==> config.mk <==
export PLATFORM = sky130hd
export DESIGN_NAME = ce_frac_gen
export DESIGN_NICKNAME = d
export VERILOG_FILES = /design/src/rtl/cosmic_clk_pkg.sv /design/src/rtl/ce_frac_channel.sv /design/src/rtl/ce_frac_gen.sv
export SDC_FILE = /design/constraint.sdc
export NUM_CORES = 1
export LEC_CHECK = 0
export ABC_AREA = 1
export CORE_MARGIN = 5
export CORE_UTILIZATION = 40
export CTS_BUF_LIST = sky130_fd_sc_hd__clkbuf_2 sky130_fd_sc_hd__clkbuf_4 sky130_fd_sc_hd__clkbuf_8
export DETAILED_ROUTE_END_ITERATION = 7
export SETUP_SLACK_MARGIN = 0.02
export SYNTH_ARGS = -nofsm -noshare
export SYNTH_HDL_FRONTEND = slang
export SYNTH_HIERARCHICAL = 1
export SYNTH_SLANG_ARGS = --single-unit
==> constraint.sdc <==
create_clock -name clk_sys -period 6.9 [get_ports clk_sys]
set_clock_uncertainty 0.2 [all_clocks]
set_input_delay 1.035 -clock clk_sys [delete_from_list [all_inputs] [get_ports clk_sys]]
set_output_delay 1.035 -clock clk_sys [all_outputs]
set_load 0.05 [all_outputs]
==> src/rtl/cosmic_clk_pkg.sv <==
// Shared clock-enable definitions for the arcade top level.
// Holds the default accumulator width, the standard pixel/CPU enable
// ratios and the game-ID to CPU-ratio mapping.
package cosmic_clk_pkg;

    localparam int unsigned ACC_W_DEF = 8;
    localparam int unsigned GAME_ID_W = 8;

    // Enable ratio: pulses at clk_sys * num / den
    typedef struct packed {
        logic [ACC_W_DEF-1:0] num;
        logic [ACC_W_DEF-1:0] den;
    } ce_ratio_t;

    localparam ce_ratio_t CE_PIX    = '{num: ACC_W_DEF'(1), den: ACC_W_DEF'(2)};
    localparam ce_ratio_t CE_CPU_27 = '{num: ACC_W_DEF'(1), den: ACC_W_DEF'(4)};
    localparam ce_ratio_t CE_CPU_18 = '{num: ACC_W_DEF'(1), den: ACC_W_DEF'(6)};

    // Games 2 and 4 run the CPU at 1/4, every other title at 1/6
    function automatic ce_ratio_t cpu_ratio(input logic [GAME_ID_W-1:0] game_id);
        case (game_id)
            GAME_ID_W'(2), GAME_ID_W'(4): return CE_CPU_27;
            default:                      return CE_CPU_18;
        endcase
    endfunction

endpackage

==> src/rtl/ce_frac_channel.sv <==
// One fractional clock-enable channel (Bresenham accumulator).
// Ports:
//   clk_sys, reset        - clock, synchronous active-high reset
//   pause, align          - freeze / zero the accumulator
//   cfg_load, cfg_num/den - capture a new ratio into the pending register
//   ce                    - registered single-cycle enable pulse
//   pend                  - pending ratio not yet applied
//   cfg_err               - active ratio invalid, channel silent
module ce_frac_channel
    import cosmic_clk_pkg::*;
#(
    parameter int unsigned ACC_W   = ACC_W_DEF,
    parameter int unsigned DEF_NUM = 1,
    parameter int unsigned DEF_DEN = 6
) (
    input  logic             clk_sys,
    input  logic             reset,
    input  logic             pause,
    input  logic             align,
    input  logic             cfg_load,
    input  logic [ACC_W-1:0] cfg_num,
    input  logic [ACC_W-1:0] cfg_den,
    output logic             ce,
    output logic             pend,
    output logic             cfg_err
);

    localparam logic [ACC_W-1:0] DEF_NUM_W = ACC_W'(DEF_NUM);
    localparam logic [ACC_W-1:0] DEF_DEN_W = ACC_W'(DEF_DEN);
    localparam logic             DEF_ERR   = (DEF_DEN == 0) || (DEF_NUM > DEF_DEN);

    logic [ACC_W-1:0] acc;
    logic [ACC_W-1:0] num;
    logic [ACC_W-1:0] den;
    logic [ACC_W-1:0] pnum;
    logic [ACC_W-1:0] pden;

    logic [ACC_W:0]   sum_c;
    logic             cross_c;
    logic             idle_c;
    logic             apply_c;
    logic             pend_err_c;
    logic [ACC_W-1:0] acc_nxt_c;

    // Crossing detect and pending-application decision
    always_comb begin
        sum_c      = {1'b0, acc} + {1'b0, num};
        cross_c    = !pause && !cfg_err && (sum_c >= {1'b0, den});
        idle_c     = cfg_err || (num == '0);
        apply_c    = pend && (cross_c || idle_c || align);
        pend_err_c = (pden == '0) || (pnum > pden);
    end

    // Next accumulator: a realign or a new ratio restarts the period from 0
    always_comb begin
        acc_nxt_c = acc;
        if (apply_c || align || cfg_err) begin
            acc_nxt_c = '0;
        end else if (!pause) begin
            acc_nxt_c = cross_c ? ACC_W'(sum_c - {1'b0, den}) : ACC_W'(sum_c);
        end
    end

    // Channel state registers
    always_ff @(posedge clk_sys) begin
        if (reset) begin
            acc     <= '0;
            num     <= DEF_NUM_W;
            den     <= DEF_DEN_W;
            pnum    <= DEF_NUM_W;
            pden    <= DEF_DEN_W;
            pend    <= 1'b0;
            cfg_err <= DEF_ERR;
            ce      <= 1'b0;
        end else begin
            ce  <= cross_c;
            acc <= acc_nxt_c;
            if (apply_c) begin
                num     <= pnum;
                den     <= pden;
                cfg_err <= pend_err_c;
            end
            // A load in the same cycle as an application queues behind it
            if (cfg_load) begin
                pnum <= cfg_num;
                pden <= cfg_den;
                pend <= 1'b1;
            end else if (apply_c) begin
                pend <= 1'b0;
            end
        end
    end

endmodule

==> src/rtl/ce_frac_gen.sv <==
// Multi-channel fractional clock-enable generator.
// Each channel emits single-cycle enables at clk_sys*NUM/DEN.
// Ports:
//   clk_sys, reset        - clock, synchronous active-high reset
//   pause                 - freeze all channels, enables low
//   align                 - zero every accumulator (phase realign)
//   cfg_load[NUM_CH]      - per-channel capture of cfg_num/cfg_den slices
//   cfg_num, cfg_den      - channel i at [i*ACC_W +: ACC_W]
//   ce, pend, cfg_err     - per-channel enable, pending flag, config error
module ce_frac_gen
    import cosmic_clk_pkg::*;
#(
    parameter int unsigned NUM_CH  = 2,
    parameter int unsigned ACC_W   = ACC_W_DEF,
    parameter int unsigned DEF_NUM = 1,
    parameter int unsigned DEF_DEN = 6
) (
    input  logic                    clk_sys,
    input  logic                    reset,
    input  logic                    pause,
    input  logic                    align,
    input  logic [NUM_CH-1:0]       cfg_load,
    input  logic [NUM_CH*ACC_W-1:0] cfg_num,
    input  logic [NUM_CH*ACC_W-1:0] cfg_den,
    output logic [NUM_CH-1:0]       ce,
    output logic [NUM_CH-1:0]       pend,
    output logic [NUM_CH-1:0]       cfg_err
);

    // One channel per enable output
    for (genvar i = 0; i < NUM_CH; i++) begin : g_ch
        ce_frac_channel #(
            .ACC_W   (ACC_W),
            .DEF_NUM (DEF_NUM),
            .DEF_DEN (DEF_DEN)
        ) u_ch (
            .clk_sys  (clk_sys),
            .reset    (reset),
            .pause    (pause),
            .align    (align),
            .cfg_load (cfg_load[i]),
            .cfg_num  (cfg_num[i*ACC_W +: ACC_W]),
            .cfg_den  (cfg_den[i*ACC_W +: ACC_W]),
            .ce       (ce[i]),
            .pend     (pend[i]),
            .cfg_err  (cfg_err[i])
        );
    end

endmodule

==> report_table.html <==
<table>
<tr><th>Metric</th><th>Value</th></tr>
<tr><th colspan="2">Run status</th></tr>
<tr><td>Result of the run</td><td>complete, no violations</td></tr>
<tr><th colspan="2">Worst setup path</th></tr>
<tr><td>Reg2reg end</td><td>g_ch[0].u_ch/acc[1]</td></tr>
<tr><td>Arrival time worst endpoint</td><td>about 3600 ps</td></tr>
<tr><td>Reg2Reg Setup Slack</td><td>~3300 ps</td></tr>
<tr><td>Critical Path Start Type</td><td>register</td></tr>
<tr><td>CP Capture Type</td><td>register</td></tr>
<tr><td>Worst Setup Path Type</td><td>register to register</td></tr>
<tr><td>Maximum fanout count along the critical path</td><td>32</td></tr>
<tr><td>Worst EP required</td><td>slightly below 7000 ps</td></tr>
<tr><td>R2r startpoint</td><td>g_ch[0].u_ch/num[0]</td></tr>
<tr><td>FF-to-FF path depth</td><td>20</td></tr>
<tr><td>Worst setup path startpoint</td><td>g_ch[0].u_ch/num[0]</td></tr>
<tr><th colspan="2">Floorplan</th></tr>
<tr><td>Starting utilization of the core area</td><td>41.0%</td></tr>
<tr><td>Floorplan die height</td><td>127 µm</td></tr>
<tr><td>Core outline area</td><td>around 13000 µm²</td></tr>
<tr><td>Top-Level Pins</td><td>44</td></tr>
<tr><td>Count of standard-cell rows</td><td>42</td></tr>
<tr><td>Die Area</td><td>~16000 µm²</td></tr>
<tr><td>Die Width</td><td>around 130 µm</td></tr>
<tr><th colspan="2">Min path</th></tr>
<tr><td>Cell count of the worst hold path</td><td>2</td></tr>
<tr><td>Min-Delay Startpoint</td><td>g_ch[0].u_ch/den[1]</td></tr>
<tr><td>Worst min-delay path category</td><td>register to register</td></tr>
<tr><td>Destination of the worst hold path</td><td>g_ch[0].u_ch/den[1]</td></tr>
<tr><th colspan="2">Logic synthesis</th></tr>
<tr><td>Average instance area after synthesis</td><td>6.86 µm²</td></tr>
<tr><td>Top post-synthesis cells by area</td><td>dfxtp_1 (32%), nand2_1 (11%), ha_1 (11%)</td></tr>
<tr><td>Post-Synthesis Cell Area</td><td>~5400 µm²</td></tr>
<tr><td>Number of distinct library cells after synthesis</td><td>25</td></tr>
<tr><td>Sequential area share after synthesis</td><td>31.6%</td></tr>
<tr><td>Syn_nets</td><td>about 880</td></tr>
<tr><td>Flop and latch count out of synthesis</td><td>between 80 and 90</td></tr>
<tr><td>Cell taking the most area after synthesis</td><td>dfxtp_1</td></tr>
<tr><td>YS warnings</td><td>6</td></tr>
<tr><td>Post-Syn Instances</td><td>a little under 800</td></tr>
<tr><td>Area share of the leading cell type in the synthesized netlist</td><td>a little under a third</td></tr>
<tr><th colspan="2">Place</th></tr>
<tr><td>Port Buf Inserts</td><td>43</td></tr>
<tr><td>Placed inst area</td><td>5940 µm²</td></tr>
<tr><td>Gpl congestion</td><td>just over 0.9</td></tr>
<tr><td>HPWL Detailed</td><td>between 9000 and 10000 µm</td></tr>
<tr><th colspan="2">GRT</th></tr>
<tr><td>Total grt overflow</td><td>0</td></tr>
<tr><td>Via count of the first global-routing pass</td><td>between 4000 and 5000</td></tr>
<tr><td>Pin count of the biggest net entering global routing</td><td>35</td></tr>
<tr><td>Number of antenna violations at the first check in global routing</td><td>0</td></tr>
<tr><td>Global-route wire length before repair</td><td>~21000 µm</td></tr>
<tr><td>Tot GR Track Use</td><td>between 10% and 20%</td></tr>
<tr><th colspan="2">Pwr</th></tr>
<tr><td>Worst IR drop on VDD</td><td>0.121 mV</td></tr>
<tr><td>Pleak</td><td>just over 3 nW</td></tr>
<tr><td>Power density over the cells</td><td>roughly 240 nW/µm²</td></tr>
<tr><th colspan="2">Clock network</th></tr>
<tr><td>Post-cts sizing count</td><td>0</td></tr>
<tr><td>Clock-pin slew of the registers on the worst-case setup and hold paths</td><td>80 ps</td></tr>
<tr><td>Sinks on the clock net</td><td>86</td></tr>
<tr><td>Number of buffers between clock root and the deepest sink</td><td>2</td></tr>
<tr><td>Clock insertion delay at the later pin of the skew report</td><td>between 300 and 400 ps</td></tr>
<tr><td>Number of H-tree levels</td><td>3</td></tr>
<tr><td>Buffer cell driving the clock tree root</td><td>clkbuf_8</td></tr>
<tr><td>CTS hold repair buffers</td><td>0</td></tr>
<tr><td>TritonCTS clock tree</td><td>yes</td></tr>
<tr><td>Post CTS Setup Buffer Count</td><td>0</td></tr>
<tr><td>Total CTS buffers</td><td>9</td></tr>
<tr><th colspan="2">Routing</th></tr>
<tr><td>Drt pass-1 iters</td><td>5</td></tr>
<tr><td>Remaining routing DRC violations</td><td>0</td></tr>
<tr><td>Total Routed Length</td><td>12400 µm</td></tr>
<tr><td>Number of design-rule violations left by the first detailed-router iteration</td><td>approximately 370</td></tr>
<tr><td>Vias/cell</td><td>~4.9</td></tr>
<tr><td>DR WL/cell</td><td>between 10 and 15 µm</td></tr>
<tr><td>Residual antenna-violating net count after detailed routing</td><td>0</td></tr>
<tr><td>Total number of vias</td><td>between 4000 and 5000</td></tr>
<tr><th colspan="2">Finish</th></tr>
<tr><td>Most used cells in the layout excluding fill and tap cells</td><td>nand2_1 (166), inv_1 (114), a21oi_1 (96), dfxtp_1 (86), nand3_1 (84)</td></tr>
<tr><td>Footprint of the flip-flops and latches</td><td>1720 µm²</td></tr>
<tr><td>Commonest non-fill, non-tap cell in the layout</td><td>nand2_1</td></tr>
<tr><td>Area of combinational cells with multiple inputs</td><td>roughly 3100 µm²</td></tr>
<tr><td>Final layout net count</td><td>912</td></tr>
<tr><td>Count of inserted antenna diode cells</td><td>0</td></tr>
<tr><td>Fraction of final layout cells with drive strength greater than 1</td><td>under 10%</td></tr>
<tr><td>Area Growth Syn to Fin</td><td>12.6%</td></tr>
<tr><td>Post-route core utilization</td><td>a little under half</td></tr>
<tr><td>Fill cells</td><td>between 1000 and 1500</td></tr>
<tr><td>Post-layout instance area</td><td>about 6000 µm²</td></tr>
<tr><th colspan="2">Timing</th></tr>
<tr><td>Slew HR</td><td>a little under half</td></tr>
<tr><td>Pin slew with the least headroom to its limit</td><td>794 ps</td></tr>
<tr><td>Unrepaired setup endpoints after global routing</td><td>no</td></tr>
<tr><td>Max-slew violations</td><td>0</td></tr>
<tr><td>Number of endpoints with negative hold slack in the final report</td><td>0</td></tr>
<tr><td>Fraction of the cycle the final worst path needs</td><td>between 50% and 60%</td></tr>
<tr><td>Finish-stage setup viols</td><td>0</td></tr>
<tr><td>Time the worst path needs with I/O delays and setup</td><td>between 3000 and 4000 ps</td></tr>
<tr><td>Worst slack on hold paths</td><td>271 ps</td></tr>
<tr><td>Highest Clock Rate</td><td>around 0.28 GHz</td></tr>
<tr><td>Setup TNS</td><td>0 ps</td></tr>
<tr><th colspan="2">Job</th></tr>
<tr><td>Max-capacitance violation count</td><td>0</td></tr>
</table>
-- worst max-delay path: stages (launching register included) --
cell	delay [ps]
dfxtp_1	330
ha_1	230
fa_1	420
nand3_1	120
nand3_2	100
nand2_1	80
nand2_1	60
xor2_1	190
inv_1	60
ha_1	360
nand2_1	90
nor2_1	90
nand2_1	70
nand2_1	80
nand2_2	70
nand2_4	130
nand2_4	120
nand2_4	290
nand2_2	130
nand2_2	170
nor2_1	70
-- how the worst max path moves through the flow --
stage	end	slack, ps
after floorplan	g_ch[0].u_ch/cfg_err	3890
after global routing	g_ch[0].u_ch/acc[1]	3060
after global placement	g_ch[1].u_ch/acc[1]	3410
after CTS	g_ch[0].u_ch/acc[1]	3350
final	g_ch[0].u_ch/acc[1]	3340
after detailed placement	g_ch[0].u_ch/acc[1]	3360
-- per-layer routing --
metal	global-route usage, %	part of all wire [%]
met5	0	0
met4	4.67	1.3
met3	2.61	3.7
met2	23.4	43
met1	23.0	52
-- cells by family after synthesis --
| kind of cell | share of synthesized area, % |
|---|---|
| adders and majority gates | 12.5 |
| AOI/OAI and AO/OA | 13.2 |
| xor gates and xnor gates | 2.25 |
| and+or+nand+nor | 29.4 |
| buffers and inverters | 11.0 |
| DFF | 31.6 |
-- area by class of cell --
type	count	share of cell area, %
Multi-Input combinational cell	566	50.9
Sequential cell	86	28.1
Timing Repair Buffer	45	7.26
Inverter	114	6.98
Tap cell	176	3.59
Clock buffer	14	2.94
Clock inverter	2	0.245
-- sequential cells by signal, indices dropped and copies added, names as in the netlist --
name               flops
g_ch.u_ch/acc         16
g_ch.u_ch/ce           2
g_ch.u_ch/num         16
g_ch.u_ch/pnum        16
g_ch.u_ch/den         16
g_ch.u_ch/pden        16
g_ch.u_ch/pend         2
g_ch.u_ch/cfg_err      2
-- synthesized netlist by cell type --
master / number
nand2_1: 166
inv_1: 114
a21oi_2: 2
clkbuf_1: 18
nand4_1: 14
o21ai_0: 36
buf_6: 8
nand2_2: 6
ha_1: 48
nand3_2: 2
or2_2: 4
buf_4: 2
o21a_1: 4
fa_1: 4
o21ai_1: 2
nor2_1: 68
nand3b_1: 2
nand3_1: 84
xor2_1: 10
xnor2_1: 4
nor4_1: 4
a21oi_1: 96
nand2_4: 6
dfxtp_1: 86
nor2_2: 4
-- power breakdown --
group | total [W] | internal [W] | switching (W)
combinational | 0.000575 | 0.000214 | 0.000362
sequential | 0.000573 | 0.000541 | 0.0000320
clock | 0.000337 | 0.000169 | 0.000169
total | 0.00149 | 0.000923 | 0.000562
-- per-stage QoR --
stage | setup WS [ps] | power, W | std cells
2_1_floorplan | 3890 | 0.00104 | 794
3_3_place_gp | 3410 | 0.00115 | 987
3_5_place_dp | 3360 | 0.00116 | 987
4_1_cts | 3350 | 0.00150 | 1003
5_1_grt | 3060 | 0.00160 | 1003
6_report | 3340 | 0.00149 | 1003
Note: power is estimated with default switching activity, not from simulation.
